==> config.mk <==
export PLATFORM = sky130hd
export DESIGN_NAME = lsu_subword_rmw_flat
export DESIGN_NICKNAME = d
export VERILOG_FILES = /design/src/rtl/lsu_subword_rmw_if.sv /design/src/rtl/lsu_subword_rmw.sv /design/src/flat_wrapper.sv
export SDC_FILE = /design/constraint.sdc
export NUM_CORES = 1
export LEC_CHECK = 0
export BUFFER_PORTS_ARGS = -buffer_cell sky130_fd_sc_hd__buf_2
export CORE_MARGIN = 10
export CORE_UTILIZATION = 35
export CTS_BUF_LIST = sky130_fd_sc_hd__clkbuf_8
export DETAILED_ROUTE_END_ITERATION = 10
export SYNTH_ARGS = -nofsm -noshare
export SYNTH_HDL_FRONTEND = slang
export SYNTH_SLANG_ARGS = --single-unit
==> constraint.sdc <==
create_clock -name clk -period 2.3 [get_ports clk]
set_input_delay 0.115 -clock clk [delete_from_list [all_inputs] [get_ports clk]]
set_output_delay 0.115 -clock clk [all_outputs]
set_load 0.05 [all_outputs]
==> src/rtl/lsu_subword_rmw_if.sv <==
// Request/response handshake between the MEM stage and the load/store unit.
// The MEM stage drives the request side through the master modport.
// The load/store unit answers through the slave modport.
interface lsu_subword_rmw_if;
    logic        req_valid;
    logic        req_ready;
    logic        req_we;
    logic [2:0]  req_funct3;
    logic [31:0] req_addr;
    logic [31:0] req_wdata;
    logic        resp_valid;
    logic [31:0] resp_rdata;
    logic        resp_err;
    logic        busy;

    modport master (
        output req_valid,
        output req_we,
        output req_funct3,
        output req_addr,
        output req_wdata,
        input  req_ready,
        input  resp_valid,
        input  resp_rdata,
        input  resp_err,
        input  busy
    );

    modport slave (
        input  req_valid,
        input  req_we,
        input  req_funct3,
        input  req_addr,
        input  req_wdata,
        output req_ready,
        output resp_valid,
        output resp_rdata,
        output resp_err,
        output busy
    );
endinterface

==> src/rtl/lsu_subword_rmw.sv <==
// Load/store unit that adds RV32I byte and halfword access on top of a
// word-only data memory. The memory has a synchronous write and a
// combinational read.
//
// Loads select the addressed lane of the read word and then sign- or
// zero-extend it. SB/SH cannot write a partial word, so they read the word
// in the accept cycle, merge in the new lane, and write the full word back
// in the following cycle.
//
// Misaligned, out-of-range and illegal-funct3 requests never touch memory.
// They complete with resp_err set.
module lsu_subword_rmw #(
    parameter int DEPTH_WORDS = 1024
) (
    input  logic                clk,
    input  logic                rst_n,
    lsu_subword_rmw_if.slave    bus,
    output logic [31:0]         mem_addr,
    output logic [31:0]         mem_wdata,
    output logic                mem_we,
    input  logic [31:0]         mem_rdata
);

    localparam logic [1:0] ST_IDLE   = 2'd0;
    localparam logic [1:0] ST_RMW_WR = 2'd1;
    localparam logic [1:0] ST_RESP   = 2'd2;

    localparam logic [31:0] DEPTH_LIMIT = 32'(DEPTH_WORDS);

    logic [1:0]  state;
    logic [1:0]  state_nxt;

    // Word index and merged word carried from the SB/SH read cycle into the write cycle
    logic [29:0] rmw_idx;
    logic [31:0] merge_word;

    logic [31:0] resp_rdata_q;
    logic        resp_err_q;

    logic        accept;
    logic [2:0]  f3;
    logic        is_byte;
    logic        is_half;
    logic        is_word;
    logic        f3_legal;
    logic        misaligned;
    logic        out_of_range;
    logic        req_err;
    logic        do_sw;
    logic        do_subword_store;

    logic [7:0]  lane_byte;
    logic [15:0] lane_half;
    logic [31:0] load_data;
    logic [31:0] merge_nxt;

    assign accept = bus.req_valid && bus.req_ready;
    assign f3     = bus.req_funct3;

    assign bus.req_ready  = (state == ST_IDLE);
    assign bus.resp_valid = (state == ST_RESP);
    assign bus.resp_rdata = resp_rdata_q;
    assign bus.resp_err   = resp_err_q;
    assign bus.busy       = (state != ST_IDLE);

    // Classify the incoming request: access size, legality, alignment and range
    always_comb begin
        is_byte = (f3[1:0] == 2'b00);
        is_half = (f3[1:0] == 2'b01);
        is_word = (f3[1:0] == 2'b10);

        // Stores only have the signed encodings.
        // Loads also allow LBU/LHU but not an unsigned word.
        if (bus.req_we) begin
            f3_legal = !f3[2] && (f3[1:0] != 2'b11);
        end else begin
            f3_legal = (f3[1:0] != 2'b11) && !(f3[2] && f3[1]);
        end

        misaligned   = (is_half && bus.req_addr[0]) ||
                       (is_word && (bus.req_addr[1:0] != 2'b00));
        out_of_range = ({2'b00, bus.req_addr[31:2]} >= DEPTH_LIMIT);
        req_err      = !f3_legal || misaligned || out_of_range;

        do_sw            = bus.req_we && is_word && !req_err;
        do_subword_store = bus.req_we && !is_word && !req_err;
    end

    // Pick the addressed lane out of the read word and extend it to 32 bits
    always_comb begin
        lane_byte = mem_rdata[7:0];
        case (bus.req_addr[1:0])
            2'b00:   lane_byte = mem_rdata[7:0];
            2'b01:   lane_byte = mem_rdata[15:8];
            2'b10:   lane_byte = mem_rdata[23:16];
            default: lane_byte = mem_rdata[31:24];
        endcase

        lane_half = bus.req_addr[1] ? mem_rdata[31:16] : mem_rdata[15:0];

        case (f3[1:0])
            2'b00:   load_data = {{24{lane_byte[7] & ~f3[2]}}, lane_byte};
            2'b01:   load_data = {{16{lane_half[15] & ~f3[2]}}, lane_half};
            default: load_data = mem_rdata;
        endcase
    end

    // Build the write-back word for SB/SH: the current word with one lane replaced
    always_comb begin
        merge_nxt = mem_rdata;
        if (is_byte) begin
            case (bus.req_addr[1:0])
                2'b00:   merge_nxt[7:0]   = bus.req_wdata[7:0];
                2'b01:   merge_nxt[15:8]  = bus.req_wdata[7:0];
                2'b10:   merge_nxt[23:16] = bus.req_wdata[7:0];
                default: merge_nxt[31:24] = bus.req_wdata[7:0];
            endcase
        end else if (bus.req_addr[1]) begin
            merge_nxt[31:16] = bus.req_wdata[15:0];
        end else begin
            merge_nxt[15:0] = bus.req_wdata[15:0];
        end
    end

    // Next-state logic: sub-word stores take the extra write cycle, everything else responds directly
    always_comb begin
        state_nxt = state;
        case (state)
            ST_IDLE: begin
                if (accept) begin
                    state_nxt = do_subword_store ? ST_RMW_WR : ST_RESP;
                end
            end
            ST_RMW_WR: state_nxt = ST_RESP;
            ST_RESP:   state_nxt = ST_IDLE;
            default:   state_nxt = ST_IDLE;
        endcase
    end

    // Memory port mux: the request address/data in IDLE, the latched merge during the write-back
    always_comb begin
        mem_addr  = {bus.req_addr[31:2], 2'b00};
        mem_wdata = bus.req_wdata;
        mem_we    = 1'b0;

        if (state == ST_RMW_WR) begin
            mem_addr  = {rmw_idx, 2'b00};
            mem_wdata = merge_word;
        end

        // Reset kills any write immediately, including a half-finished read-modify-write.
        if (rst_n) begin
            if (state == ST_RMW_WR) begin
                mem_we = 1'b1;
            end else if (state == ST_IDLE && accept && do_sw) begin
                mem_we = 1'b1;
            end
        end
    end

    // State, response registers and read-modify-write latches
    always_ff @(posedge clk) begin
        if (!rst_n) begin
            state        <= ST_IDLE;
            resp_rdata_q <= 32'h0;
            resp_err_q   <= 1'b0;
            rmw_idx      <= 30'h0;
            merge_word   <= 32'h0;
        end else begin
            state <= state_nxt;

            // Response data only changes on the edge that enters RESP.
            // That keeps the previous response stable until the new one appears.
            if (state == ST_IDLE && accept) begin
                if (req_err) begin
                    resp_rdata_q <= 32'h0;
                    resp_err_q   <= 1'b1;
                end else if (!bus.req_we) begin
                    resp_rdata_q <= load_data;
                    resp_err_q   <= 1'b0;
                end else if (do_sw) begin
                    resp_rdata_q <= 32'h0;
                    resp_err_q   <= 1'b0;
                end else begin
                    rmw_idx    <= bus.req_addr[31:2];
                    merge_word <= merge_nxt;
                end
            end else if (state == ST_RMW_WR) begin
                resp_rdata_q <= 32'h0;
                resp_err_q   <= 1'b0;
            end
        end
    end

endmodule

==> src/flat_wrapper.sv <==
// flat-port wrapper written by rule: the top's interface ports become plain ports
module lsu_subword_rmw_flat 
#(
    parameter int DEPTH_WORDS = 1024
)
  (clk, rst_n, mem_addr, mem_wdata, mem_we, mem_rdata, bus_req_valid, bus_req_we, bus_req_funct3, bus_req_addr, bus_req_wdata, bus_req_ready, bus_resp_valid, bus_resp_rdata, bus_resp_err, bus_busy);
  lsu_subword_rmw_if bus_i ();
  input  logic clk;
  input  logic rst_n;
  output logic [31:0] mem_addr;
  output logic [31:0] mem_wdata;
  output logic mem_we;
  input  logic [31:0] mem_rdata;
  input wire logic [$bits(bus_i.req_valid)-1:0] bus_req_valid;
  input wire logic [$bits(bus_i.req_we)-1:0] bus_req_we;
  input wire logic [$bits(bus_i.req_funct3)-1:0] bus_req_funct3;
  input wire logic [$bits(bus_i.req_addr)-1:0] bus_req_addr;
  input wire logic [$bits(bus_i.req_wdata)-1:0] bus_req_wdata;
  output wire logic [$bits(bus_i.req_ready)-1:0] bus_req_ready;
  output wire logic [$bits(bus_i.resp_valid)-1:0] bus_resp_valid;
  output wire logic [$bits(bus_i.resp_rdata)-1:0] bus_resp_rdata;
  output wire logic [$bits(bus_i.resp_err)-1:0] bus_resp_err;
  output wire logic [$bits(bus_i.busy)-1:0] bus_busy;
  assign bus_i.req_valid = bus_req_valid;
  assign bus_i.req_we = bus_req_we;
  assign bus_i.req_funct3 = bus_req_funct3;
  assign bus_i.req_addr = bus_req_addr;
  assign bus_i.req_wdata = bus_req_wdata;
  assign bus_req_ready = bus_i.req_ready;
  assign bus_resp_valid = bus_i.resp_valid;
  assign bus_resp_rdata = bus_i.resp_rdata;
  assign bus_resp_err = bus_i.resp_err;
  assign bus_busy = bus_i.busy;
  lsu_subword_rmw #(.DEPTH_WORDS(DEPTH_WORDS)) u_core (.clk(clk), .rst_n(rst_n), .bus(bus_i), .mem_addr(mem_addr), .mem_wdata(mem_wdata), .mem_we(mem_we), .mem_rdata(mem_rdata));
endmodule
# After elaboration in Yosys (flattened, before gate mapping)
# Cells that the tools add are included.
# totals
word_cells	78
output_inout_bits	101
input_bits	103
ff_bits	97
# op_classes
eq_ne	9
n_reduce_logical	29
bitwise_logic	5
n_mux	29
n_lt_le_gt_ge	1
# op_table
op	n
32-bit two-way mux	8
32-bit one-hot mux with 2 select lines	1
16-bit two-way mux	3
8-bit two-way mux	4
30-bit by 11-bit greater-or-equal comparator with 1-bit output (second input constant)	1
8-bit one-hot mux with 3 select lines	1
1-bit logical AND	12
1-bit two-way mux	9
2-bit by 1-bit == test with 1-bit output (second input constant)	3
2-bit == test (second input constant)	3
2-bit zero test	3
2-bit nonzero test	3
1-bit zero test	5
2-bit two-way mux	2
2-bit inequality test (second input constant)	2
4-bit by 2-bit inequality test with 1-bit output (second input constant)	1
2-bit one-hot mux with 2 select lines	1
4-bit AND reduction	1
1-bit logical OR	3
1-bit NOT	3
3-bit OR reduction	1
1-bit bitwise AND	2
2-bit AND reduction	1

# Logic depth before layout (Yosys ltp)
# logic_depth
depth_word	13
mapped_depth	8
ltp_nobuf	5

# Worst setup path after synthesis
# No wires, ideal clock.
# synth_timing
path_type	input-to-output
from	input port bus_req_addr[14]
to	output port mem_we
arrival_ps	2532
t_required_ps	2185
stages	6
n_path_buf	1
path_slack_ps	-347
cell_sequence	nor4_1 -> nand4_1 -> or4_4 -> buf_4 -> or4_1 -> a21oi_1
# synth_between
elab_chain_len	8
# synth_rtl
item	line	rtl
start, declared	flat_wrapper.sv:17	input wire logic [$bits(bus_i.req_addr)-1:0] bus_req_addr;
30-bit by 11-bit greater-or-equal comparator with 1-bit output	lsu_subword_rmw.sv:82	out_of_range = ({2'b00, bus.req_addr[31:2]} >= DEPTH_LIMIT);
1-bit logical OR	lsu_subword_rmw.sv:83	req_err = !f3_legal || misaligned || out_of_range;
1-bit zero test	lsu_subword_rmw.sv:85	do_sw = bus.req_we && is_word && !req_err;
1-bit logical AND	lsu_subword_rmw.sv:85	
1-bit logical AND	lsu_subword_rmw.sv:155	end else if (state == ST_IDLE && accept && do_sw) begin
1-bit two-way mux	lsu_subword_rmw.sv:155	
1-bit two-way mux	lsu_subword_rmw.sv:153	if (state == ST_RMW_WR) begin
1-bit two-way mux	lsu_subword_rmw.sv:152	if (rst_n) begin
end, declared	flat_wrapper.sv:12	output logic mem_we;
# Every way passes these cells.

# Final worst setup path
# layout_timing
from	input port bus_req_addr[15]
to	output port mem_we
# The elaborated chain is that of the path after synthesis.

==> out/metrics.cfg <==
[hold_path]
hold_depth = 3
hold_end = u_core.rmw_idx[9]
hp-start = bus_req_addr[11]
hp-class = input port to flop

[die]
die_height_um = 140
start_util_pct = 36.2
io_pins = 204
die_w_um = 140
fp.dieArea_sq_um = 19700
row_count = 43
core-area_sq_um = 14000

[critical_path]
crit_path_start_kind = input port
cp-end-kind = primary output
ff2ff_path_depth = 5
r2r_start = u_core.state[0]
cp_max_fo = 2
crit_type = input port to primary output
r2r_slack_ns = 0.23
cp.arrival_ns = 2.13
rr_endpoint = u_core.rmw_idx[18]
crit_required_ns = 2.18

[clock_tree]
clockBufferDepth = 2
cts_root_buf = clkbuf_8
clock_latency_ns = 0.38
clkTransAtPathRegs_ns = 0.10
cts_max_level = 3
cts_sinks = 97
cts_made_buffers = 9
cts_tree = done

[global_route]
grt_usage_pct = 18.9
antenna_found_initial = 1
grt_pass1_wl_um = 30500
grt_max_degree = 53
grt_pass1_vias = 5404
grt-ovfl-total = 0

[placement]
dpl_cell_area_sq_um = 6420
hpwl_um = 15200
port-buffer-count = 201
gp_congestion = 0.888
placed_cells = 950

[logic_synthesis]
synth-main-ff-cell = dfxtp_1
ys_seq_elements = 97
syn_area_per_cell_sq_um = 8.58
synthCells = 592
synth_warnings = 0
syn_area_sq_um = 5080
synthDistinctLibCells = 41
yosysSeqAreaShare_pct = 38.2
synth-edff-count = 0
synthArstFlopShare_pct = 0

[drt]
drt_iter0_markers = 349
vias = 5320
postRouteAntennaNets = 0
vias_per_cell = 5.47
avgRoutedWirePerCell_um = 20.3
firstDrtPassIters = 5
drc = 0
wl_um = 19800

[timing]
min_period_ns = 2.25
worstMarginPinSlew_ns = 0.874
hold_viol = 0
fin_crit_sh_pct = 97.8
rsz0062_at_grt = true
fin_hold_ws_ns = 0.0160
slew_headroom_pct = 41.5
slew_violations = 0
fin_skew_ns = 0.0138
finalSetupViolations = 0
max_freq_mhz = 445

[final_layout]
nets = 890
utilization_pct = 48.1
final_area_sq_um = 6750
drive_above_1_share_pct = 41.7
syn_to_final_growth_pct = 33.0
stdcell_count = 973

[pwr]
clockPowerShare_pct = 31.4
power_density_nw_per_um2 = 545
p_int_mw = 2.52
p_comb_share_pct = 22.9
p_seq_share_pct = 45.7
power_mw = 3.68
sw_frac_of_total_pct = 31.6
leakage_nw = 2.95
max-vdd-ir-drop_uv = 233
p_switching_mw = 1.16

[flow_run]
max-cap-violations = 0

[run_status]
outcome = completed

through the flow:
step	TNS (ns)	worst slack, ns
floorplan	0	0.0239
global placement	-0.204	-0.204
detailed placement	-0.223	-0.223
CTS	0	0.00905
global route	-0.00998	-0.00998
finish	0	0.0515
flip-flops by register name, indices dropped and copies added (netlist names):
signal / count
u_core.bus.resp_rdata: 32
u_core.merge_word: 32
u_core.state: 2
u_core.rmw_idx: 30
u_core.bus.resp_err: 1
kinds of logic after synthesis:
kind of cell / after synthesis / share of synthesized area (%)
multiplexers: 87 / 19.0
AO/OA/AOI/OAI: 190 / 23.1
flip-flops: 97 / 38.2
other: 1 / 0.0739
buffers and inverters: 63 / 4.95
AND/OR/NAND/NOR: 154 / 14.7
critical path, stage by stage:
cell,delay [ns]
buf_2,0.12
nor4_2,0.25
nand4_1,0.17
or4_4,0.58
or4_4,0.57
a21oi_4,0.15
buf_6,0.17
worst max path at each step:
stage,from,endpoint,slack (ns),cells after the start
detailed placement,bus_req_addr[14],mem_we,-0.22,7
finish,bus_req_addr[15],mem_we,0.05,7
global placement,bus_req_addr[14],mem_we,-0.20,7
CTS,bus_req_addr[25],mem_we,0.009,8
global route,bus_req_addr[28],mem_we,-0.01,8
floorplan,bus_req_addr[14],mem_we,0.02,6
layout by cell type, fill, tap and decap left out, drive strengths merged, types with 7 or more instances in the layout:
cell / instances
dfxtp: 97
and3: 21
a22o: 24
mux2: 63
o21ai: 37
o22ai: 32
a211oi: 16
nand3: 28
inv: 7
a21oi: 65
nand2: 68
clkbuf: 11
nor2: 11
nor4: 8
a22oi: 8
buf: 235
mux2i: 23
power by group through the flow:
stage          registers [mW]  clock network, mW  logic (mW)
2_1_floorplan            1.73                  0       0.518
3_3_place_gp             1.72                  0       0.810
3_5_place_dp             1.72                  0       0.821
4_1_cts                  1.68               1.19       0.832
5_1_grt                  1.68               1.25       0.893
6_report                 1.68               1.16       0.843
synth_stat cells, types with 4 or more instances:
library cell / count / area (sq um)
a211oi_1: 16 / 120
a21oi_1: 65 / 325
a22o_1: 24 / 210
a22oi_1: 8 / 60.1
and3_1: 21 / 131
clkbuf_1: 48 / 180
dfxtp_1: 97 / 1940
inv_1: 6 / 22.5
mux2_2: 63 / 709
mux2i_1: 23 / 230
nand2_1: 68 / 255
nand2b_1: 4 / 25.0
nand3_1: 28 / 140
nor2_1: 11 / 41.3
nor4_1: 7 / 43.8
o21ai_0: 35 / 175
o22ai_1: 32 / 200
final cells by class:
cell class	instances	area, sq um
Fill cell	1396	7290
Multi-Input combinational cell	433	2970
Sequential cell	97	1940
Timing Repair Buffer	239	1380
Tap cell	180	225
Clock buffer	11	151
Clock inverter	5	55.1
Inverter	7	26.3
Antenna cell	1	2.50
timing repair:
action	CTS	global route
hold buffers	4	0
buffers inserted	1	1
endpoints found under the hold margin	4	0
pin swaps	1	7
setup endpoints to repair	1	1
gates resized for setup	5	8
routing by layer:
layer	global-route usage, %	share of wire (%)	wire length [um]
met3	4.29	7.4	1460
met5	0	0	0
met1	24.5	43	8560
met2	30.3	48	9480
met4	5.65	1.3	254
Note: power is estimated with default switching activity, not from simulation.
